### src/rtl/alu_ctrl_pkg.sv
// Shared constants, FSM encoding and opcode decode for the ALU issue arbiter.
// Consumed by alu_req_arbiter and alu_issue_arbiter.
package alu_ctrl_pkg;

    localparam logic [6:0] OP_ITYPE  = 7'b0010011;
    localparam logic [6:0] OP_RTYPE  = 7'b0110011;
    localparam logic [6:0] OP_LOAD   = 7'b0000011;
    localparam logic [6:0] OP_STORE  = 7'b0100011;
    localparam logic [6:0] OP_BRANCH = 7'b1100011;

    localparam logic [2:0] BR_NONE = 3'b111;

    typedef enum logic [1:0] {
        IDLE = 2'd0,
        EXEC = 2'd1,
        CAPT = 2'd2,
        RESP = 2'd3
    } arb_state_e;

    // The ALU only implements this subset; anything else is returned as an error.
    function automatic logic op_supported(input logic [6:0] opc,
                                          input logic [2:0] f3,
                                          input logic [6:0] f7);
        logic ok;
        ok = 1'b0;
        case (opc)
            OP_ITYPE: ok = (f3 == 3'b000) || ((f3 == 3'b001) && (f7 == 7'b0000000));
            OP_RTYPE: begin
                case (f3)
                    3'b000:                      ok = (f7 == 7'b0000000) || (f7 == 7'b0100000);
                    3'b001, 3'b100, 3'b110, 3'b111: ok = (f7 == 7'b0000000);
                    3'b101:                      ok = (f7 == 7'b0100000);
                    default:                     ok = 1'b0;
                endcase
            end
            OP_LOAD, OP_STORE: ok = (f3 == 3'b011);
            OP_BRANCH: ok = (f3 == 3'b000) || (f3 == 3'b001) || (f3 == 3'b100) || (f3 == 3'b101);
            default: ok = 1'b0;
        endcase
        return ok;
    endfunction

endpackage

### src/rtl/alu_req_arbiter.sv
// One-hot request arbiter. ALU_ARB_RR_EN selects round-robin from a pointer;
// otherwise fixed priority with the lowest index winning.
module alu_req_arbiter
    import alu_ctrl_pkg::*;
#(
    parameter int N_REQ = 2,
    parameter int IDW   = 1
) (
    input  logic [N_REQ-1:0] req_valid,
`ifdef ALU_ARB_RR_EN
    input  logic [IDW-1:0]   ptr,
`endif
    output logic [N_REQ-1:0] grant,
    output logic [IDW-1:0]   grant_id,
    output logic             grant_any
);

    always_comb begin
        grant     = '0;
        grant_id  = '0;
        grant_any = 1'b0;
`ifdef ALU_ARB_RR_EN
        // Visit requesters in order ptr, ptr+1, ... wrapping; first valid wins.
        for (int k = 0; k < N_REQ; k++) begin
            for (int i = 0; i < N_REQ; i++) begin
                if (!grant_any && req_valid[i] && (((int'(ptr) + k) % N_REQ) == i)) begin
                    grant[i]  = 1'b1;
                    grant_id  = IDW'(i);
                    grant_any = 1'b1;
                end
            end
        end
`else
        for (int i = 0; i < N_REQ; i++) begin
            if (!grant_any && req_valid[i]) begin
                grant[i]  = 1'b1;
                grant_id  = IDW'(i);
                grant_any = 1'b1;
            end
        end
`endif
    end

endmodule

### src/rtl/alu_issue_arbiter.sv
// Shares one registered-latency ALU between N_REQ requesters, one op in flight.
// Define ALU_ARB_RR_EN for round-robin arbitration (default: fixed priority).
module alu_issue_arbiter
    import alu_ctrl_pkg::*;
#(
    parameter int N_REQ = 2,
    parameter int XLEN  = 64,
    parameter int IDW   = (N_REQ > 1) ? $clog2(N_REQ) : 1
) (
    input  logic                  clk,
    input  logic                  rst,
    input  logic [N_REQ-1:0]      req_valid,
    output logic [N_REQ-1:0]      req_ready,
    input  logic [N_REQ*7-1:0]    req_opcode,
    input  logic [N_REQ*3-1:0]    req_func3,
    input  logic [N_REQ*7-1:0]    req_func7,
    input  logic [N_REQ*XLEN-1:0] req_a,
    input  logic [N_REQ*XLEN-1:0] req_b,
    input  logic [N_REQ*XLEN-1:0] req_branch_input,
    output logic [6:0]            alu_opcode,
    output logic [2:0]            alu_func3,
    output logic [6:0]            alu_func7,
    output logic [XLEN-1:0]       alu_a,
    output logic [XLEN-1:0]       alu_b,
    output logic [XLEN-1:0]       alu_branch_input,
    input  logic [XLEN-1:0]       alu_out,
    input  logic [2:0]            alu_branch_sel,
    output logic                  rsp_valid,
    input  logic                  rsp_ready,
    output logic [IDW-1:0]        rsp_id,
    output logic [XLEN-1:0]       rsp_out,
    output logic [2:0]            rsp_branch_sel,
    output logic                  rsp_err
);

    logic [6:0]      opc_arr [N_REQ];
    logic [2:0]      f3_arr  [N_REQ];
    logic [6:0]      f7_arr  [N_REQ];
    logic [XLEN-1:0] a_arr   [N_REQ];
    logic [XLEN-1:0] b_arr   [N_REQ];
    logic [XLEN-1:0] bi_arr  [N_REQ];

    genvar gi;
    generate
        for (gi = 0; gi < N_REQ; gi++) begin : g_unpack
            assign opc_arr[gi] = req_opcode[gi*7 +: 7];
            assign f3_arr[gi]  = req_func3[gi*3 +: 3];
            assign f7_arr[gi]  = req_func7[gi*7 +: 7];
            assign a_arr[gi]   = req_a[gi*XLEN +: XLEN];
            assign b_arr[gi]   = req_b[gi*XLEN +: XLEN];
            assign bi_arr[gi]  = req_branch_input[gi*XLEN +: XLEN];
        end
    endgenerate

    arb_state_e      state_q, state_d;
    logic [IDW-1:0]  id_q, id_d;
    logic            err_q, err_d;
    logic [6:0]      alu_opcode_q, alu_opcode_d;
    logic [2:0]      alu_func3_q, alu_func3_d;
    logic [6:0]      alu_func7_q, alu_func7_d;
    logic [XLEN-1:0] alu_a_q, alu_a_d;
    logic [XLEN-1:0] alu_b_q, alu_b_d;
    logic [XLEN-1:0] alu_bi_q, alu_bi_d;
    logic [XLEN-1:0] rsp_out_q, rsp_out_d;
    logic [2:0]      rsp_sel_q, rsp_sel_d;
    logic            rsp_err_q, rsp_err_d;

    logic [N_REQ-1:0] grant;
    logic [IDW-1:0]   grant_id;
    logic             grant_any;
    logic             sel_ok;

`ifdef ALU_ARB_RR_EN
    logic [IDW-1:0] ptr_q, ptr_d;
`endif

    alu_req_arbiter #(
        .N_REQ (N_REQ),
        .IDW   (IDW)
    ) u_arb (
        .req_valid (req_valid),
`ifdef ALU_ARB_RR_EN
        .ptr       (ptr_q),
`endif
        .grant     (grant),
        .grant_id  (grant_id),
        .grant_any (grant_any)
    );

    assign sel_ok = op_supported(opc_arr[grant_id], f3_arr[grant_id], f7_arr[grant_id]);

    always_comb begin
        state_d      = state_q;
        id_d         = id_q;
        err_d        = err_q;
        alu_opcode_d = alu_opcode_q;
        alu_func3_d  = alu_func3_q;
        alu_func7_d  = alu_func7_q;
        alu_a_d      = alu_a_q;
        alu_b_d      = alu_b_q;
        alu_bi_d     = alu_bi_q;
        rsp_out_d    = rsp_out_q;
        rsp_sel_d    = rsp_sel_q;
        rsp_err_d    = rsp_err_q;
`ifdef ALU_ARB_RR_EN
        ptr_d        = ptr_q;
`endif
        // Gated by rst so nothing looks accepted while reset is held.
        req_ready    = (state_q == IDLE && !rst) ? grant : '0;

        case (state_q)
            IDLE: begin
                if (grant_any) begin
                    state_d      = EXEC;
                    id_d         = grant_id;
                    err_d        = !sel_ok;
                    alu_opcode_d = sel_ok ? opc_arr[grant_id] : 7'b0;
                    alu_func3_d  = f3_arr[grant_id];
                    alu_func7_d  = f7_arr[grant_id];
                    alu_a_d      = a_arr[grant_id];
                    alu_b_d      = b_arr[grant_id];
                    alu_bi_d     = bi_arr[grant_id];
`ifdef ALU_ARB_RR_EN
                    ptr_d        = (grant_id == IDW'(N_REQ - 1)) ? '0 : grant_id + 1'b1;
`endif
                end
            end
            EXEC: state_d = CAPT;
            CAPT: begin
                rsp_out_d = err_q ? '0 : alu_out;
                rsp_sel_d = (!err_q && alu_opcode_q == OP_BRANCH) ? alu_branch_sel : BR_NONE;
                rsp_err_d = err_q;
                // Park the ALU bus at zero so stale operands cannot retrigger it.
                alu_opcode_d = '0;
                alu_func3_d  = '0;
                alu_func7_d  = '0;
                alu_a_d      = '0;
                alu_b_d      = '0;
                alu_bi_d     = '0;
                state_d      = RESP;
            end
            RESP: begin
                if (rsp_ready) state_d = IDLE;
            end
            default: state_d = IDLE;
        endcase
    end

    always_ff @(posedge clk or posedge rst) begin
        if (rst) begin
            state_q      <= IDLE;
            id_q         <= '0;
            err_q        <= 1'b0;
            alu_opcode_q <= '0;
            alu_func3_q  <= '0;
            alu_func7_q  <= '0;
            alu_a_q      <= '0;
            alu_b_q      <= '0;
            alu_bi_q     <= '0;
            rsp_out_q    <= '0;
            rsp_sel_q    <= BR_NONE;
            rsp_err_q    <= 1'b0;
`ifdef ALU_ARB_RR_EN
            ptr_q        <= '0;
`endif
        end else begin
            state_q      <= state_d;
            id_q         <= id_d;
            err_q        <= err_d;
            alu_opcode_q <= alu_opcode_d;
            alu_func3_q  <= alu_func3_d;
            alu_func7_q  <= alu_func7_d;
            alu_a_q      <= alu_a_d;
            alu_b_q      <= alu_b_d;
            alu_bi_q     <= alu_bi_d;
            rsp_out_q    <= rsp_out_d;
            rsp_sel_q    <= rsp_sel_d;
            rsp_err_q    <= rsp_err_d;
`ifdef ALU_ARB_RR_EN
            ptr_q        <= ptr_d;
`endif
        end
    end

    assign alu_opcode       = alu_opcode_q;
    assign alu_func3        = alu_func3_q;
    assign alu_func7        = alu_func7_q;
    assign alu_a            = alu_a_q;
    assign alu_b            = alu_b_q;
    assign alu_branch_input = alu_bi_q;
    assign rsp_valid        = (state_q == RESP);
    assign rsp_id           = id_q;
    assign rsp_out          = rsp_out_q;
    assign rsp_branch_sel   = rsp_sel_q;
    assign rsp_err          = rsp_err_q;

endmodule

### config.mk
export PLATFORM = sky130hd
export DESIGN_NAME = alu_issue_arbiter
export DESIGN_NICKNAME = d
export VERILOG_FILES = /design/src/rtl/alu_ctrl_pkg.sv /design/src/rtl/alu_req_arbiter.sv /design/src/rtl/alu_issue_arbiter.sv
export SDC_FILE = /design/constraint.sdc
export NUM_CORES = 1
export LEC_CHECK = 0
export BUFFER_PORTS_ARGS = -buffer_cell sky130_fd_sc_hd__buf_2
export CAP_MARGIN = 30
export CORE_AREA = 5 5 294 296
export DETAILED_ROUTE_END_ITERATION = 10
export DIE_AREA = 0 0 299 301
export SKIP_CTS_REPAIR_TIMING = 1
export SYNTH_ARGS = -nofsm -noshare
export SYNTH_HDL_FRONTEND = slang
export SYNTH_SLANG_ARGS = --single-unit
### constraint.sdc
create_clock -name clk -period 29.1 [get_ports clk]
set_input_delay 5.82 -clock clk [delete_from_list [all_inputs] [get_ports clk]]
set_output_delay 5.82 -clock clk [all_outputs]
set_load 0.01 [all_outputs]
# After elaboration in Yosys (flattened, before gate mapping)
# Cells that the tools add are included.
word_totals:
  word_cells: 96
  out_inout_bits: 281
  inputBits: 490
  ff_bits: 281
op_classes:
  n_eq_ne: 18
  n_bitwise: 1
  n_reduce_logical: 22
  muxes: 42
  order_cmp: 1
ops:
  columns: ["cell", "n"]
  rows:
  - ["64-bit 2-to-1 mux", 13]
  - ["64-bit case mux with 2 select lines", 3]
  - ["7-bit 2-to-1 mux", 9]
  - ["7-bit case mux with 2 select lines", 2]
  - ["7-bit by 6-bit equality test with 1-bit output, second input constant", 3]
  - ["3-bit 2-to-1 mux", 5]
  - ["7-bit equality test, second input constant", 2]
  - ["3-bit equality test, second input constant", 4]
  - ["2-bit case mux with 4 select lines", 1]
  - ["7-bit by 2-bit equality test with 1-bit output, second input constant", 1]
  - ["7-bit by 5-bit equality test with 1-bit output, second input constant", 1]
  - ["7-bit zero test", 1]
  - ["2-bit 2-to-1 mux", 3]
  - ["3-bit case mux with 2 select lines", 1]
  - ["2-bit AND reduction", 3]
  - ["1-bit logical OR", 5]
  - ["2-bit equality test, second input constant", 2]
  - ["1-bit logical AND", 4]
  - ["1-bit zero test", 4]
  - ["1-bit case mux with 4 select lines", 1]
  - ["4-bit OR reduction", 1]
  - ["3-bit by 1-bit equality test with 1-bit output, second input constant", 1]
  - ["3-bit by 2-bit equality test with 1-bit output, second input constant", 1]
  - ["3-bit zero test", 1]
  - ["10 further kinds", 12]

# Logic depth before layout (Yosys ltp)
depth:
  ltp_word: 16
  depth_mapped: 10
  depth_no_buf: 7

# By module
# Synthesis repeated with hierarchy kept, for this count alone.
unflattened:
  cells_unflattened: 1267
  hier_area_um2: 12831.1
by_module_without_submodules:
  columns: ["mod", "instances", "cells_each", "area_per_inst_um2"]
  rows:
  - ["alu_issue_arbiter", 1, 1263, 12803.5]
  - ["alu_req_arbiter", 1, 4, 27.5]

# Worst setup path after synthesis
# No wires, ideal clock.
synth_timing:
  path_type: "input to output"
  from: "in rst"
  to: "out req_ready[0]"
  n_path_buf: 0
  cell_stages: 2
  arrival_ns: 12.671
  required_time_ns: 23.280
  slack_ns: 10.609
  path_cell_list: "inv_1 > and3_2"
synth_via:
  elab_chain_cells: 3
synth_rtl:
  columns: ["item", "line", "source"]
  rows:
  - ["start: declaration", "alu_issue_arbiter.sv:11", "input logic rst,"]
  - ["1-bit zero test (no source line)", null, null]
  - ["1-bit logical AND", "alu_issue_arbiter.sv:109", "req_ready = (state_q == IDLE && !rst) ? grant : '0;"]
  - ["2-bit 2-to-1 mux", "alu_issue_arbiter.sv:109", null]
  - ["end: declaration", "alu_issue_arbiter.sv:13", "output logic [N_REQ-1:0] req_ready,"]
# No other way between the ends.

# Final worst setup path
# Ends and elaborated chain as after synthesis.

==> qor.csv <==
metric,value,unit
main combinational cell family by area after synthesis,multiplexers,
sequential share of power,0.369,
"count leader, synth",dfrtp_1,
CTS tree,yes,
DP HPWL,40.1,mm
minimum clock period,12780,ps
Setup TNS,0,ps
worst slew pin tran,964,ps
Synth Area in Compound Gates,0.127,
CTS Sinks,281,
Syn Area/Cell,10.0,µm²
Worst Hold Class,reg -> reg,
Post-Route WL,51.9,mm
"Core Util, Final",0.226,
Psw,0.645,mW
"area leader, netlist",dfrtp_1,
Placed Area,17600,µm²
hold_ws,467,ps
largest cells by area after synthesis,"dfrtp_1, mux2i_1, o21ai_0, nand2_1, inv_1",
critical path class,in -> out,
async set or reset register ratio after synthesis,1.00,
die area,90000,µm²
post-synth cell types,49,
simple-gate share of the synthesized area,0.101,
worst skew pair latency,530,ps
final hold viol count,0,
post-synthesis cell count,1259,
H-tree Lvls,2,
Internal,1.02,mW
P_leak,10.4,nW
Port-buffer cells,770,
depth of the most critical reg-to-reg path,6,
Layout area overhead,49.4,%
crit start category,input port,
Synth Area in XOR/XNOR,0,
Max-Cap Viols,0,
vias in the first global route,12300,
reg2reg end,alu_b[58],
Initial Utilization,0.152,
Max VDD drop,53.8,µV
r2r startpoint,state_q[0],
pre-CTS WS,16270,ps
total grt overflow,0,
root buffer cell,clkbuf_16,
worst path arrival time,6960,ps
Die Y,301,µm
Post-Syn Area,12600,µm²
Hold Crit Start,alu_branch_input[23],
total number of vias,11800,
fin area,18900,µm²
"Clk pin slew, worst setup/hold paths",50,ps
hold worst-path end,alu_branch_input[23],
drc violations,0,
WHS Path Cells,2,
mux cell area share after synthesis,0.162,
Main synth FF type,dfrtp_1,
outcome,"complete, no violations",
RSZ-0062 raised after global routing,false,
fmax,78.3,MHz
power after layout,1.66,mW
Adder-Cell Fraction of Synth Area,0.00297,
Post-synth EDFFs,0,
final period utilization,0.439,
vias per cell,3.82,
Max Root-Sink Buffers,3,
flop-to-flop setup slack,26020,ps
synth cell count leaders,"dfrtp_1, nand2_1, o21ai_0, mux2i_1, inv_1",
Die Wd,299,µm
Final WS setup,16320,ps
dpl cells,3036,
post-synth top area share,0.551,
Placer Congestion,0.882,
worst-path maximum fanout,103,
Final setup viols,0,
core footprint,83300,µm²
Clk pwr share,0.276,
Rows,106,
Wirelength per Cell,16.7,µm
Final Max Tran Viols,0,
Post-DRT Antenna Nets,0,
io pins,771,
Final Skew,15.1,ps
DR pass1 iterations,4,
Yosys Warn Count,0,
worst path required time,23280,ps
Num CTS Buffers,34,
max_slew headroom,0.357,
first-pass GRT wire length,75.5,mm
initial antenna violation count,3,
sequential area share after synthesis,0.558,
Logic pwr share,0.355,
global-route total usage across every layer,0.107,
PD cells,88.2,nW/µm²
Sw Ratio,0.388,
fraction of layout cells with a size suffix above 1,0.425,
syn_nets,1752,
Iteration-0 DRC Markers,455,
Synth Register Bits,281,
critical path capture point type,primary output,
"Net count, final",2486,
pin count of the biggest net entering global routing,104,
Final Instance Count excl. Fillers,3098,
flip-flops by register name, summed over array words and instances (netlist names):
register and cells:
alu_a 64, alu_b 64, alu_branch_input 64, rsp_out 64
alu_func7 7, alu_opcode 7, alu_func3 3, rsp_branch_sel 3
state_q 2, err_q 1, rsp_err 1, rsp_id 1
cells by family (layout without fill, tap and decap cells):
logic type	count (synthesis)	count (layout)
buf+inv	159	916
fa+ha+maj	3	3
compound gates	299	299
other cells	0	2
mux	204	204
flops	281	281
simple gates	313	313
routing by layer:
metal	part of all wire	routed length, µm	GRT usage	up-vias
li1	-	-	-	5707
met1	0.38	19500	0.119	5536
met2	0.49	25500	0.186	514
met3	0.095	4940	0.0399	84
met4	0.038	1960	0.0448	0
met5	0	0	0	-
cell usage in the layout, fill, tap and decap left out, drive strengths merged, types with 4 or more instances in the layout:
master  instances
mux2i         202
a21oi           6
nor2            7
clkbuf         46
dfrtp         278
buf           784
o21ai         272
nand2         276
inv            72
bufinv          5
clkinv          7
nor3            4
layout make-up:
cell class,count,area [µm²]
tap,1080,1350
antenna,2,5.00
multi-input combinational,819,4980
clock buffer,46,1000
timing repair buffer,784,4000
clock inverter,13,203
inverter,73,282
fill,9117,64400
sequential,281,7040
power by group through the flow:
| stage | registers (mW) | logic (mW) | clock network (mW) |
|---|---|---|---|
| after floorplan | 0.676 | 0.231 | 0 |
| after global placement | 0.615 | 0.606 | 0 |
| after detailed placement | 0.616 | 0.613 | 0 |
| after CTS | 0.614 | 0.611 | 0.478 |
| after global routing | 0.630 | 0.662 | 0.493 |
| final | 0.613 | 0.591 | 0.459 |
worst max-delay path, stage by stage:
cell and delay, ps:
buf_2 130, inv_8 470, and3_2 300, buf_2 130
worst max-delay path by stage:
stage / startpoint / end / slack, ps / cells past startpoint
final: rst / req_ready[0] / 16320 / 4
after global placement: rst / req_ready[0] / 16270 / 4
after CTS: rst / req_ready[0] / 16270 / 4
after global routing: rst / req_ready[0] / 16160 / 4
after detailed placement: rst / req_ready[0] / 16270 / 4
after floorplan: rst / req_ready[0] / 10610 / 2
No activity file was read; power rests on OpenSTA's default activity.
